--- src/rtl/ipv4_hdr_extract.sv ---
// rtl/ipv4_hdr_extract.sv - Ethernet/IPv4 header field capture and validation
//
// Captures header fields from the first two 256-bit beats of each frame and
// presents one registered result bundle per packet, one cycle after the beat-2
// strobe. Optional build macro: IPV4_CSUM_CHECK_EN builds the header checksum
// pipeline; without it o_csum_ok reports (ipv4 && no options).
//
// Ports:
//   clk, reset (async, active-high)
//   i_tdata            beat data, byte 0 = i_tdata[255:248]
//   i_pkt_word1/2      beat-1 / beat-2 strobes (already tvalid-qualified)
//   i_pkt_is_from_cpu  source flag, sampled with i_pkt_word2
//   o_hdr_valid        one-cycle pulse, bundle below valid
//   o_is_ipv4, o_ver_ok, o_has_options, o_ttl_expired, o_csum_ok, o_from_cpu
//   o_dst_mac, o_ttl, o_proto, o_src_ip, o_dst_ip
module ipv4_hdr_extract #(
    parameter int          C_S_AXIS_DATA_WIDTH = 256,
    parameter logic [15:0] ETHERTYPE_IPV4      = 16'h0800
) (
    input  logic                           clk,
    input  logic                           reset,
    input  logic [C_S_AXIS_DATA_WIDTH-1:0] i_tdata,
    input  logic                           i_pkt_word1,
    input  logic                           i_pkt_word2,
    input  logic                           i_pkt_is_from_cpu,
    output logic                           o_hdr_valid,
    output logic                           o_is_ipv4,
    output logic                           o_ver_ok,
    output logic                           o_has_options,
    output logic                           o_ttl_expired,
    output logic                           o_csum_ok,
    output logic                           o_from_cpu,
    output logic [47:0]                    o_dst_mac,
    output logic [7:0]                     o_ttl,
    output logic [7:0]                     o_proto,
    output logic [31:0]                    o_src_ip,
    output logic [31:0]                    o_dst_ip
);

    typedef enum logic [1:0] {
        IDLE    = 2'd0,
        HAVE_W1 = 2'd1,
        EMIT    = 2'd2
    } state_t;

    state_t state_q, state_d;

    // Beat-1 capture registers (separate from the output bundle so a new
    // frame can be captured while the previous bundle is being emitted).
    logic [47:0] cap_dst_mac_q, cap_dst_mac_d;
    logic [15:0] cap_eth_type_q, cap_eth_type_d;
    logic [7:0]  cap_ver_ihl_q, cap_ver_ihl_d;
    logic [7:0]  cap_ttl_q, cap_ttl_d;
    logic [7:0]  cap_proto_q, cap_proto_d;
    logic [31:0] cap_src_ip_q, cap_src_ip_d;
    logic [15:0] cap_dst_hi_q, cap_dst_hi_d;

    // Output bundle registers
    logic        hdr_valid_q, hdr_valid_d;
    logic        is_ipv4_q, is_ipv4_d;
    logic        ver_ok_q, ver_ok_d;
    logic        has_options_q, has_options_d;
    logic        ttl_expired_q, ttl_expired_d;
    logic        csum_ok_q, csum_ok_d;
    logic        from_cpu_q, from_cpu_d;
    logic [47:0] dst_mac_q, dst_mac_d;
    logic [7:0]  ttl_q, ttl_d;
    logic [7:0]  proto_q, proto_d;
    logic [31:0] src_ip_q, src_ip_d;
    logic [31:0] dst_ip_q, dst_ip_d;

    logic capture;
    logic finish;
    logic unused_bits;

`ifdef IPV4_CSUM_CHECK_EN
    // Nine halfwords of beat 1 (max 9*0xFFFF) plus one of beat 2 fit 20 bits.
    logic [19:0] cap_csum_sum_q, cap_csum_sum_d;
    logic [19:0] beat1_sum;
    logic [19:0] full_sum;
    logic [16:0] fold1;
    logic [15:0] folded;

    always_comb begin
        beat1_sum = '0;
        for (int i = 0; i < 9; i++) begin
            beat1_sum = beat1_sum + {4'd0, i_tdata[143 - 16*i -: 16]};
        end
        full_sum = cap_csum_sum_q + {4'd0, i_tdata[255:240]};
        fold1    = {1'b0, full_sum[15:0]} + {13'd0, full_sum[19:16]};
        folded   = fold1[15:0] + {15'd0, fold1[16]};
    end

    assign unused_bits = ^i_tdata[207:160];
`else
    assign unused_bits = ^{i_tdata[207:160], i_tdata[135:80], i_tdata[63:48]};
`endif

    always_comb begin
        state_d        = state_q;
        capture        = 1'b0;
        finish         = 1'b0;

        case (state_q)
            IDLE: begin
                if (i_pkt_word1) begin
                    capture = 1'b1;
                    state_d = HAVE_W1;
                end
            end
            HAVE_W1: begin
                // word1 wins over word2 if both are seen in the same cycle
                if (i_pkt_word1) begin
                    capture = 1'b1;
                end else if (i_pkt_word2) begin
                    finish  = 1'b1;
                    state_d = EMIT;
                end
            end
            EMIT: begin
                if (i_pkt_word1) begin
                    capture = 1'b1;
                    state_d = HAVE_W1;
                end else begin
                    state_d = IDLE;
                end
            end
            default: state_d = IDLE;
        endcase
    end

    always_comb begin
        cap_dst_mac_d  = cap_dst_mac_q;
        cap_eth_type_d = cap_eth_type_q;
        cap_ver_ihl_d  = cap_ver_ihl_q;
        cap_ttl_d      = cap_ttl_q;
        cap_proto_d    = cap_proto_q;
        cap_src_ip_d   = cap_src_ip_q;
        cap_dst_hi_d   = cap_dst_hi_q;
`ifdef IPV4_CSUM_CHECK_EN
        cap_csum_sum_d = cap_csum_sum_q;
`endif
        if (capture) begin
            cap_dst_mac_d  = i_tdata[255:208];
            cap_eth_type_d = i_tdata[159:144];
            cap_ver_ihl_d  = i_tdata[143:136];
            cap_ttl_d      = i_tdata[79:72];
            cap_proto_d    = i_tdata[71:64];
            cap_src_ip_d   = i_tdata[47:16];
            cap_dst_hi_d   = i_tdata[15:0];
`ifdef IPV4_CSUM_CHECK_EN
            cap_csum_sum_d = beat1_sum;
`endif
        end
    end

    always_comb begin
        hdr_valid_d   = finish;
        is_ipv4_d     = is_ipv4_q;
        ver_ok_d      = ver_ok_q;
        has_options_d = has_options_q;
        ttl_expired_d = ttl_expired_q;
        csum_ok_d     = csum_ok_q;
        from_cpu_d    = from_cpu_q;
        dst_mac_d     = dst_mac_q;
        ttl_d         = ttl_q;
        proto_d       = proto_q;
        src_ip_d      = src_ip_q;
        dst_ip_d      = dst_ip_q;
        if (finish) begin
            is_ipv4_d     = (cap_eth_type_q == ETHERTYPE_IPV4);
            ver_ok_d      = (cap_ver_ihl_q[7:4] == 4'd4) && (cap_ver_ihl_q[3:0] >= 4'd5);
            has_options_d = (cap_ver_ihl_q[3:0] > 4'd5);
            ttl_expired_d = (cap_ttl_q <= 8'd1);
`ifdef IPV4_CSUM_CHECK_EN
            // Only the fixed 20-byte header is summed, so options mean "not checked".
            csum_ok_d     = (folded == 16'hFFFF) && !(cap_ver_ihl_q[3:0] > 4'd5);
`else
            csum_ok_d     = (cap_eth_type_q == ETHERTYPE_IPV4) && !(cap_ver_ihl_q[3:0] > 4'd5);
`endif
            from_cpu_d    = i_pkt_is_from_cpu;
            dst_mac_d     = cap_dst_mac_q;
            ttl_d         = cap_ttl_q;
            proto_d       = cap_proto_q;
            src_ip_d      = cap_src_ip_q;
            dst_ip_d      = {cap_dst_hi_q, i_tdata[255:240]};
        end
    end

    always_ff @(posedge clk or posedge reset) begin
        if (reset) begin
            state_q        <= IDLE;
            cap_dst_mac_q  <= '0;
            cap_eth_type_q <= '0;
            cap_ver_ihl_q  <= '0;
            cap_ttl_q      <= '0;
            cap_proto_q    <= '0;
            cap_src_ip_q   <= '0;
            cap_dst_hi_q   <= '0;
`ifdef IPV4_CSUM_CHECK_EN
            cap_csum_sum_q <= '0;
`endif
            hdr_valid_q    <= 1'b0;
            is_ipv4_q      <= 1'b0;
            ver_ok_q       <= 1'b0;
            has_options_q  <= 1'b0;
            ttl_expired_q  <= 1'b0;
            csum_ok_q      <= 1'b0;
            from_cpu_q     <= 1'b0;
            dst_mac_q      <= '0;
            ttl_q          <= '0;
            proto_q        <= '0;
            src_ip_q       <= '0;
            dst_ip_q       <= '0;
        end else begin
            state_q        <= state_d;
            cap_dst_mac_q  <= cap_dst_mac_d;
            cap_eth_type_q <= cap_eth_type_d;
            cap_ver_ihl_q  <= cap_ver_ihl_d;
            cap_ttl_q      <= cap_ttl_d;
            cap_proto_q    <= cap_proto_d;
            cap_src_ip_q   <= cap_src_ip_d;
            cap_dst_hi_q   <= cap_dst_hi_d;
`ifdef IPV4_CSUM_CHECK_EN
            cap_csum_sum_q <= cap_csum_sum_d;
`endif
            hdr_valid_q    <= hdr_valid_d;
            is_ipv4_q      <= is_ipv4_d;
            ver_ok_q       <= ver_ok_d;
            has_options_q  <= has_options_d;
            ttl_expired_q  <= ttl_expired_d;
            csum_ok_q      <= csum_ok_d;
            from_cpu_q     <= from_cpu_d;
            dst_mac_q      <= dst_mac_d;
            ttl_q          <= ttl_d;
            proto_q        <= proto_d;
            src_ip_q       <= src_ip_d;
            dst_ip_q       <= dst_ip_d;
        end
    end

    assign o_hdr_valid   = hdr_valid_q;
    assign o_is_ipv4     = is_ipv4_q;
    assign o_ver_ok      = ver_ok_q;
    assign o_has_options = has_options_q;
    assign o_ttl_expired = ttl_expired_q;
    assign o_csum_ok     = csum_ok_q;
    assign o_from_cpu    = from_cpu_q;
    assign o_dst_mac     = dst_mac_q;
    assign o_ttl         = ttl_q;
    assign o_proto       = proto_q;
    assign o_src_ip      = src_ip_q;
    assign o_dst_ip      = dst_ip_q;

endmodule

--- config.mk ---
export PLATFORM = sky130hd
export DESIGN_NAME = ipv4_hdr_extract
export DESIGN_NICKNAME = d
export VERILOG_FILES = /design/src/rtl/ipv4_hdr_extract.sv
export SDC_FILE = /design/constraint.sdc
export NUM_CORES = 1
export LEC_CHECK = 0
export CAP_MARGIN = 25
export CORE_ASPECT_RATIO = 0.7
export CORE_MARGIN = 2
export CORE_UTILIZATION = 48
export DETAILED_ROUTE_END_ITERATION = 12
export PLACE_DENSITY = 0.95
export SETUP_SLACK_MARGIN = 0.1
export SLEW_MARGIN = 20
export SYNTH_ARGS = -nofsm -noshare
export SYNTH_HDL_FRONTEND = slang
export SYNTH_SLANG_ARGS = --single-unit
--- constraint.sdc ---
create_clock -name clk -period 17.9 [get_ports clk]
set_input_delay 3.58 -clock clk [delete_from_list [all_inputs] [get_ports clk]]
set_output_delay 3.58 -clock clk [all_outputs]
set_load 0.02 [all_outputs]
==> impl_metrics.env <==
export IMPL_r2r_slack_ps=15490
export IMPL_maxCapViolations=0
export IMPL_first_global_vias=7788
export IMPL_outcome="finished clean"
export IMPL_mostFrequentLayoutCells="393 x nand2_1, 275 x clkdlybuf4s50_1, 273 x dfrtp_1"
export IMPL_seq_power_share_pct=43.4
export IMPL_antenna_found_initial=0
export IMPL_wl_um=26500
export IMPL_initial_core_util_pct=48.47
export IMPL_drtIter0Drc=444
export IMPL_slew_violations=0
export IMPL_chipHeight_um=127.1
export IMPL_grt_usage_pct=23.21
export IMPL_hold_end="o_dst_mac[40]$_DFFE_PP0P_"
export IMPL_worstHoldStart="cap_dst_mac_q[40]$_DFFE_PP0P_"
export IMPL_required_ps=18350
export IMPL_overflow=0
export IMPL_core_area_um2=21450
export IMPL_cts_sinks=273
export IMPL_dp_hpwl_um=17070
export IMPL_die_w_um=179.9
export IMPL_drive_gt1_share_pct=16.52
export IMPL_cts_hold_fix_buffers=0
export IMPL_io_pins=396
export IMPL_wl_per_cell_um=18.42
export IMPL_ant_nets=0
export IMPL_power_switching_mw=0.5210
export IMPL_via_per_inst=5.061
export IMPL_synth_distinct_cells=20
export IMPL_cts_tree="done"
export IMPL_crit_type="in2reg"
export IMPL_regArea_um2=6832
export IMPL_port_buffers=275
export IMPL_first_pass_iters=4
export IMPL_multiInputGateArea_um2=3318
export IMPL_insertion_delay_ps=520
export IMPL_reg2reg_from="state_q[1]$_DFFE_PP0P_"
export IMPL_tns_ps=0
export IMPL_critPathLaunchType="primary input"
export IMPL_avgSynthCellArea_um2=11.97
export IMPL_internal_power_mw=1.308
export IMPL_setup_viol=0
export IMPL_synth_cell_area_um2=10400
export IMPL_r2r_cells=5
export IMPL_dieArea_um2=22880
export IMPL_min_period_ps=5560
export IMPL_switching_share_pct=28.48
export IMPL_clock_path_buffers=3
export IMPL_slew_headroom_pct=33.19
export IMPL_num_nets_final=1398
export IMPL_finalCritPeriodShare_pct=31.06
export IMPL_final_common_cell="nand2_1"
export IMPL_synth_warnings=0
export IMPL_rsz0062_at_grt="no"
export IMPL_tightestPinTransition_ps=1002
export IMPL_cts_made_buffers=27
export IMPL_path_clk_slew_ps=60
export IMPL_whs_ps=459.9
export IMPL_ir_worst_vdd_mv=0.08837
export IMPL_antenna_cells=0
export IMPL_p_leak_nw=6.715
export IMPL_r2r_end="o_src_ip[8]$_DFFE_PP0P_"
export IMPL_grt_max_degree=144
export IMPL_hold_path_class="reg2reg"
export IMPL_rows=45
export IMPL_syn_to_final_growth_pct=37.41
export IMPL_nFillCells=1444
export IMPL_hold_path_depth=2
export IMPL_gp_congestion=0.7856
export IMPL_worstPathArrival_ps=6010
export IMPL_post_cts_resized=0
export IMPL_vias=7278
export IMPL_grt_pass1_wl_um=42300
export IMPL_cts_root_buffer="clkbuf_16"
export IMPL_synth_seq_area_share_pct=65.70
export IMPL_cts_htree_levels=1
export IMPL_drc=0
export IMPL_synthesis_nets=1130
export IMPL_ys_ff_latch=273
export IMPL_p_comb_share_pct=24.5
export IMPL_hold_violations=0
export IMPL_clock_skew_ps=5.727
export IMPL_cp_end_kind="flop"
export IMPL_power_density_nw_per_um2=128.0
export IMPL_fmax_ghz=0.1799
export IMPL_worstPathMaxFanout=81
export IMPL_post_cts_setup_buffers=0
export IMPL_synth_cells=869
export IMPL_clkPwrFrac_pct=32.1
## layer usage
metal / up-vias / share of wire (%) / global-route usage (%)
li1: 3313 / - / -
met1: 3613 / 40 / 28.73
met2: 296 / 48 / 38.56
met3: 56 / 9.5 / 8.153
met4: 0 / 3.2 / 7.508
met5: - / 0 / 0
## area by class of cell
cell class / instances / share of cell area [%]
Multi-Input combinational cell: 548 / 23.22
Inverter: 4 / 0.1751
Timing Repair Buffer: 283 / 19.82
Clock inverter: 9 / 1.033
Clock buffer: 39 / 5.464
Tap cell: 282 / 2.469
Sequential cell: 273 / 47.81
## cells by family after synthesis
logic type | count (synthesis) | synth area share (%)
flops | 273 | 65.70
simple gates | 401 | 14.76
mux | 136 | 16.17
buf+inv | 48 | 2.623
compound gates | 11 | 0.7460
## Yosys cell counts
master	number	area, µm²
a21boi_2	1	11.26
a21oi_1	3	15.01
buf_1	1	3.750
buf_2	23	115.1
buf_4	5	37.54
buf_6	6	67.56
clkbuf_1	9	33.78
dfrtp_1	273	6832
inv_1	3	11.26
inv_2	1	3.750
mux2_2	96	1081
mux2_4	40	600.6
nand2_1	393	1475
nand4_1	1	6.260
nand4bb_1	1	11.26
nor4_1	4	25.02
nor4b_1	2	17.52
o21a_1	2	15.01
o21ai_0	4	20.02
o41ai_2	1	16.27
## power groups by stage
stage / clock, mW / sequential (mW) / combinational [mW]
after floorplan: 0 / 0.883 / 0.132
final: 0.587 / 0.795 / 0.448
after global placement: 0 / 0.794 / 0.432
after detailed placement: 0 / 0.802 / 0.445
after global routing: 0.628 / 0.808 / 0.476
after CTS: 0.600 / 0.794 / 0.451
## sequential cells by signal, indices dropped and copies added (netlist names), 2 cells and up
signal,count
cap_dst_mac_q,48
o_src_ip,32
state_q,2
o_dst_ip,32
o_ttl,8
cap_ver_ihl_q,8
o_dst_mac,48
o_proto,8
cap_src_ip_q,32
cap_dst_hi_q,16
cap_proto_q,8
cap_ttl_q,8
cap_eth_type_q,16
## through the flow
stage               std cells  area, µm²  power (mW)  setup slack, ps  util [%]
global placement         1389      13330       1.226            11840     62.15
global route             1438      14290       1.911            12240     66.61
floorplan                 869      10400       1.015             6796         -
finish                   1438      14290       1.829            12340     66.61
detailed placement       1389      13330       1.247            11840     62.15
CTS                      1437      14260       1.845            12390     66.48
## how the worst max path moves through the flow
| stage | startpoint | to | slack [ps] | cells after the start |
|---|---|---|---|---|
| 6_report | i_pkt_word1 | o_src_ip[8]$_DFFE_PP0P_ | 12340 | 6 |
| 5_1_grt | i_pkt_word1 | o_src_ip[5]$_DFFE_PP0P_ | 12240 | 6 |
| 4_1_cts | i_pkt_word1 | o_src_ip[14]$_DFFE_PP0P_ | 12390 | 6 |
| 3_5_place_dp | i_pkt_word1 | o_dst_ip[9]$_DFFE_PP0P_ | 11840 | 6 |
| 3_3_place_gp | i_pkt_word1 | o_src_ip[14]$_DFFE_PP0P_ | 11840 | 6 |
| 2_1_floorplan | reset | cap_dst_hi_q[0]$_DFFE_PP0P_ | 6800 | 1 |
## critical path, stage by stage
cell	delay, ps
clkdlybuf4s50_1	510
nand4bb_4	180
buf_4	680
buf_4	640
nand2_1	180
nand2_1	120
No activity file was read; power rests on OpenSTA's default activity.
